[src/rtl/avr_instruction_encoder.sv]
// Encodes one AVR instruction per request into 1-2 program-memory words, first word 1 cycle after accept.
// Each word is held stable on word_valid until word_ready; req_ready is high only while idle.
module avr_instruction_encoder #(
   parameter int ADDR_W = 16
) (
   input  logic              clk,
   input  logic              reset,
   input  logic              addr_load,
   input  logic [ADDR_W-1:0] addr_value,
   input  logic              req_valid,
   output logic              req_ready,
   input  logic [7:0]        req_opcode,
   input  logic [4:0]        req_rd,
   input  logic [4:0]        req_rr,
   input  logic [21:0]       req_imm,
   output logic              word_valid,
   input  logic              word_ready,
   output logic [15:0]       word_data,
   output logic [ADDR_W-1:0] word_addr,
   output logic              word_last,
   output logic              err,
   output logic              busy
);

   localparam logic [7:0] OP_LDI  = 8'd1;
   localparam logic [7:0] OP_JMP  = 8'd2;
   localparam logic [7:0] OP_CALL = 8'd3;
   localparam logic [7:0] OP_OUT  = 8'd4;
   localparam logic [7:0] OP_RET  = 8'd5;
   localparam logic [7:0] OP_CLI  = 8'd6;
   localparam logic [7:0] OP_RJMP = 8'd7;
   localparam logic [7:0] OP_EOR  = 8'd8;
   localparam logic [7:0] OP_SUBI = 8'd9;
   localparam logic [7:0] OP_SBCI = 8'd10;
   localparam logic [7:0] OP_BRNE = 8'd11;
   localparam logic [7:0] OP_NOP  = 8'd12;

   typedef enum logic [1:0] {
      IDLE  = 2'd0,
      WORD0 = 2'd1,
      WORD1 = 2'd2
   } state_t;

   state_t            state;
   state_t            state_nxt;
   logic [ADDR_W-1:0] addr_cnt;
   logic [15:0]       lo_word_q;
   logic              two_word_q;

   logic [15:0]       enc_word;
   logic              enc_two;
   logic              req_legal;
   logic              req_accept;
   logic              req_reject;

   // Immediate-register forms only reach r16..r31, so d-16 is simply rd[3:0].
   always_comb begin
      enc_word  = 16'h0000;
      enc_two   = 1'b0;
      req_legal = 1'b1;
      case (req_opcode)
         OP_LDI: begin
            enc_word  = {4'b1110, req_imm[7:4], req_rd[3:0], req_imm[3:0]};
            req_legal = req_rd[4];
         end
         OP_SUBI: begin
            enc_word  = {4'b0101, req_imm[7:4], req_rd[3:0], req_imm[3:0]};
            req_legal = req_rd[4];
         end
         OP_SBCI: begin
            enc_word  = {4'b0100, req_imm[7:4], req_rd[3:0], req_imm[3:0]};
            req_legal = req_rd[4];
         end
         OP_JMP: begin
            enc_word = {4'b1001, 3'b010, req_imm[21:17], 3'b110, req_imm[16]};
            enc_two  = 1'b1;
         end
         OP_CALL: begin
            enc_word = {4'b1001, 3'b010, req_imm[21:17], 3'b111, req_imm[16]};
            enc_two  = 1'b1;
         end
         OP_OUT:  enc_word = {4'b1011, 1'b1, req_imm[5:4], req_rd, req_imm[3:0]};
         OP_RET:  enc_word = 16'h9508;
         OP_CLI:  enc_word = 16'h94F8;
         OP_RJMP: enc_word = {4'b1100, req_imm[11:0]};
         OP_EOR:  enc_word = {6'b001001, req_rr[4], req_rd, req_rr[3:0]};
         OP_BRNE: enc_word = {6'b111101, req_imm[6:0], 3'b001};
         OP_NOP:  enc_word = 16'h0000;
         default: req_legal = 1'b0;
      endcase
   end

   assign req_accept = (state == IDLE) && req_valid && req_legal;
   assign req_reject = (state == IDLE) && req_valid && !req_legal;

   always_ff @(posedge clk or posedge reset) begin
      if (reset) begin
         state <= IDLE;
      end else begin
         state <= state_nxt;
      end
   end

   always_comb begin
      state_nxt = state;
      case (state)
         IDLE:    if (req_accept) state_nxt = WORD0;
         WORD0:   if (word_ready) state_nxt = two_word_q ? WORD1 : IDLE;
         WORD1:   if (word_ready) state_nxt = IDLE;
         default: state_nxt = IDLE;
      endcase
   end

   // A same-cycle addr_load lands before the request's first word, since the
   // counter is only read as word_addr from WORD0 onwards.
   always_ff @(posedge clk or posedge reset) begin
      if (reset) begin
         addr_cnt   <= '0;
         word_data  <= 16'h0000;
         word_last  <= 1'b0;
         err        <= 1'b0;
         lo_word_q  <= 16'h0000;
         two_word_q <= 1'b0;
      end else begin
         err <= req_reject;
         case (state)
            IDLE: begin
               if (addr_load) begin
                  addr_cnt <= addr_value;
               end
               if (req_accept) begin
                  word_data  <= enc_word;
                  word_last  <= !enc_two;
                  two_word_q <= enc_two;
                  lo_word_q  <= req_imm[15:0];
               end
            end
            WORD0: begin
               if (word_ready) begin
                  addr_cnt <= addr_cnt + ADDR_W'(1);
                  if (two_word_q) begin
                     word_data <= lo_word_q;
                     word_last <= 1'b1;
                  end
               end
            end
            WORD1: begin
               if (word_ready) begin
                  addr_cnt <= addr_cnt + ADDR_W'(1);
               end
            end
            default: ;
         endcase
      end
   end

   assign word_valid = (state != IDLE);
   assign busy       = (state != IDLE);
   assign req_ready  = (state == IDLE) && !reset;
   assign word_addr  = addr_cnt;

endmodule

[config.mk]
export PLATFORM = sky130hd
export DESIGN_NAME = avr_instruction_encoder
export DESIGN_NICKNAME = d
export VERILOG_FILES = /design/src/rtl/avr_instruction_encoder.sv
export SDC_FILE = /design/constraint.sdc
export NUM_CORES = 1
export LEC_CHECK = 0
export CAP_MARGIN = 40
export CELL_PAD_IN_SITES_DETAIL_PLACEMENT = 1
export CELL_PAD_IN_SITES_GLOBAL_PLACEMENT = 1
export CORE_MARGIN = 2
export CORE_UTILIZATION = 35
export CTS_CLUSTER_DIAMETER = 30
export DETAILED_ROUTE_END_ITERATION = 6
export GPL_ROUTABILITY_DRIVEN = 0
export PLACE_DENSITY = 0.85
export SETUP_SLACK_MARGIN = 0.05
export SLEW_MARGIN = 10
export SYNTH_ARGS = -nofsm -noshare
export SYNTH_HDL_FRONTEND = slang
export SYNTH_SLANG_ARGS = --single-unit
[constraint.sdc]
create_clock -name clk -period 3.2 [get_ports clk]
set_input_delay 0.32 -clock clk [delete_from_list [all_inputs] [get_ports clk]]
set_output_delay 0.32 -clock clk [all_outputs]
set_load 0.02 [all_outputs]
==> impl_results.md <==
- Synth Cell Area: about 0.0033 mm^2
- Final HPWL DP: 8.05 mm
- Vias in the first global route: 3645
- Compound-Gate Fraction of Synth Area: 0.283
- Commonest non-fill, non-tap cell in the layout: clkdlybuf4s50_1
- Vias/cell: 5.78
- Status: completed
- Switching pwr: 1.40 mW
- Flops & latches, synth: 53
- Initial antenna violation count: 0
- Mapped Avg Cell Area: 8.95 um^2
- Slew Viols, Final: 0
- Crit path DAT: ~2.7 ns
- Xor/xnor cell area share of the yosys netlist: 0.00262
- Synth-to-Final Area Change: 35.9%
- Post-synth EDFFs: 0
- Clock Tree Root: clkbuf_8
- Worst IR Drop VDD: 0.374 mV
- 1st-pass router iterations: 5
- Slew @ Worst Pin: 0.668 ns
- Share of flip-flops with an asynchronous set or reset: 1.00
- Critical Path End Type: flop
- Relative slew margins: 0.554
- Initial Util: 0.362
- FILL cells: 1078
- Setup TNS: 0 ns
- Total CTS buffers: 5
- Hold WC Path Type: in2async
- Rows: 35
- 1st-iter DRT viols: 190
- Clock sinks: 53
- Pwr Total: 3.32 mW
- IO Pins: 98
- Max Freq: a little over 400 MHz
- Final hold vios: 0
- Critical path launch point type: input port
- Core area: about 0.009 mm^2
- Lkg Pwr: 1.73 nW
- Max_cap viols: 0
- Post-CTS sizing: 0
- Clock buffer depth: 2
- Die Y: 102 um
- Synth Area in Simple Gates: 0.171
- CP Data Required Time: 3.44 ns
- Largest net degree at the start of global routing: 43
- Post-CTS setup buffer count: 0
- Fin Hold WS: 0.301 ns
- Largest family of logic cells by synthesized area: compound AO/OA/AOI/OAI gates
- Fin nets: 530
- Layout cells sized above 1: 0.110
- Ys Warns: 0
- Die width: about 100 um
- Vias: 3431
- Synth Net Count: 440
- Total internal power: 1.91 mW
- Clock latency on the worst-skew pair: between 0.3 and 0.4 ns
- Hold-fix buffer count after cts: 0
- Worst reg2reg path depth: 8
- Antenna viol nets, final: 0
- DP Area: around 0.0045 mm^2
- Final worst path period need: 2.46 ns
- Tot GR Track Use: 0.215
- Post-synthesis mux area share: 0.0733
- Crit Path Max Fanout: 22
- Kind of critical path: in2reg
- Diode count: 0
- Post-Syn Instances: 374
- CTS tree: yes
- PortBufs: just under 100
- Clk pwr share: 0.120
- Drt total wl: 10.8 mm
- Drt wl/cell: 18.2 um
- Cell variety after synth: just over 60
- Post-route cell area: 0.00455 mm^2
- Adder-cell area share of the yosys netlist: 0.0187
- Switching portion of total power: 0.422
- Final period util: 0.768
- H-Tree Depth: 2
- Drt drc: 0
- Register area share after synthesis: 0.396
- Ys flop type: dfrtp_1
- Die area: 0.0104 mm^2
- Most frequent cells in the layout: 97 x clkdlybuf4s50_1, 53 x dfrtp_1, 45 x a21oi_1, 32 x nand2_1, 22 x nor2_1
- Logic pwr share: 0.520
- Clock slew at reported path FFs: 0.11 ns
- First-pass GRT wire length: 17.8 mm
- Reg power frac: 0.360
- Gr ovfl total: 0
- Clock Skews: 0.00896 ns
- Power per cell area: 729 mW/mm^2
- RSZ-0062 raised after global routing: false
- Final setup fails: 0
## final cells by class
type	instances	area [um^2]	share of cell area
tap	129	161	0.0355
clock inverter	3	21.3	0.00468
clock buffer	5	68.8	0.0151
multi-input combinational	279	1840	0.405
sequential	53	1330	0.292
timing repair buffer	111	1080	0.237
inverter	14	52.6	0.0116
## critical path: stages
cell	delay (ns)
clkdlybuf4s50_1	0.70
nor2b_1	0.45
o211ai_1	0.18
o22ai_2	0.44
buf_4	0.36
nor2_1	0.08
a41oi_1	0.16
## power groups by stage
stage	Combinational (mW)	Clock, mW	Sequential (mW)
2_1_floorplan	0.756	0	1.40
3_5_place_dp	1.73	0	1.21
3_3_place_gp	1.68	0	1.19
5_1_grt	1.89	0.435	1.24
4_1_cts	1.74	0.416	1.20
6_report	1.72	0.398	1.19
## worst paths after layout
check | startpoint | to | slack [ns]
max reg2reg | state[1] | word_last | 0.89
max | req_opcode[3] | word_last | 0.74
max in group asynchronous | reset | word_data[8] | 2.06
min reg2reg | lo_word_q[15] | lo_word_q[15] | 0.51
min | reset | word_addr[2] | 0.30
min in group clk | lo_word_q[15] | lo_word_q[15] | 0.51
## Yosys cell counts, types with 5 or more instances
cell type  number  area share
ha_1            5       0.019
nand3_1        12       0.018
o21ai_0        15       0.022
a22oi_1         9       0.020
clkbuf_1       18       0.020
dfrtp_1        53        0.40
nand2b_1        6       0.011
mux2_2         19       0.064
inv_1          13       0.015
nor2b_1         9       0.017
a32oi_1         5       0.013
nand2_1        32       0.036
a21oi_1        45       0.067
nor3_1          6      0.0090
nor2_1         22       0.025
o22ai_1        21       0.039
a2bb2oi_1       6       0.016
## logic make-up (layout without fill, tap and decap cells)
group | Yosys count | count (layout)
DFF | 53 | 53
AOI/OAI and AO/OA | 143 | 143
muxes | 22 | 22
xor gates and xnor gates | 1 | 1
buffers and inverters | 42 | 133
adders and majority gates | 5 | 5
and+or+nand+nor | 108 | 108
## state kept, by name (all words and copies together) (netlist names)
name        flops
state           2
two_word_q      1
word_data      16
word_addr      16
lo_word_q      16
err             1
word_last       1
## metrics by stage
| stage | setup slack (ns) | utilization | instances |
|---|---|---|---|
| final | 0.742 | 0.492 | 594 |
| after global routing | 0.501 | 0.492 | 594 |
| after CTS | 0.770 | 0.492 | 594 |
| after detailed placement | 0.432 | 0.483 | 586 |
| after global placement | 0.543 | 0.483 | 586 |
| after floorplan | 1.16 | - | 374 |
## layer usage
| layer | wire length (um) | up-vias | track usage |
|---|---|---|---|
| met5 | 0 | - | 0 |
| met2 | 5420 | 128 | 0.378 |
| met3 | 778 | 17 | 0.0497 |
| met1 | 4450 | 1694 | 0.262 |
| met4 | 175 | 0 | 0.0593 |
| li1 | - | 1592 | - |
Note: power is estimated with default switching activity, not from simulation.
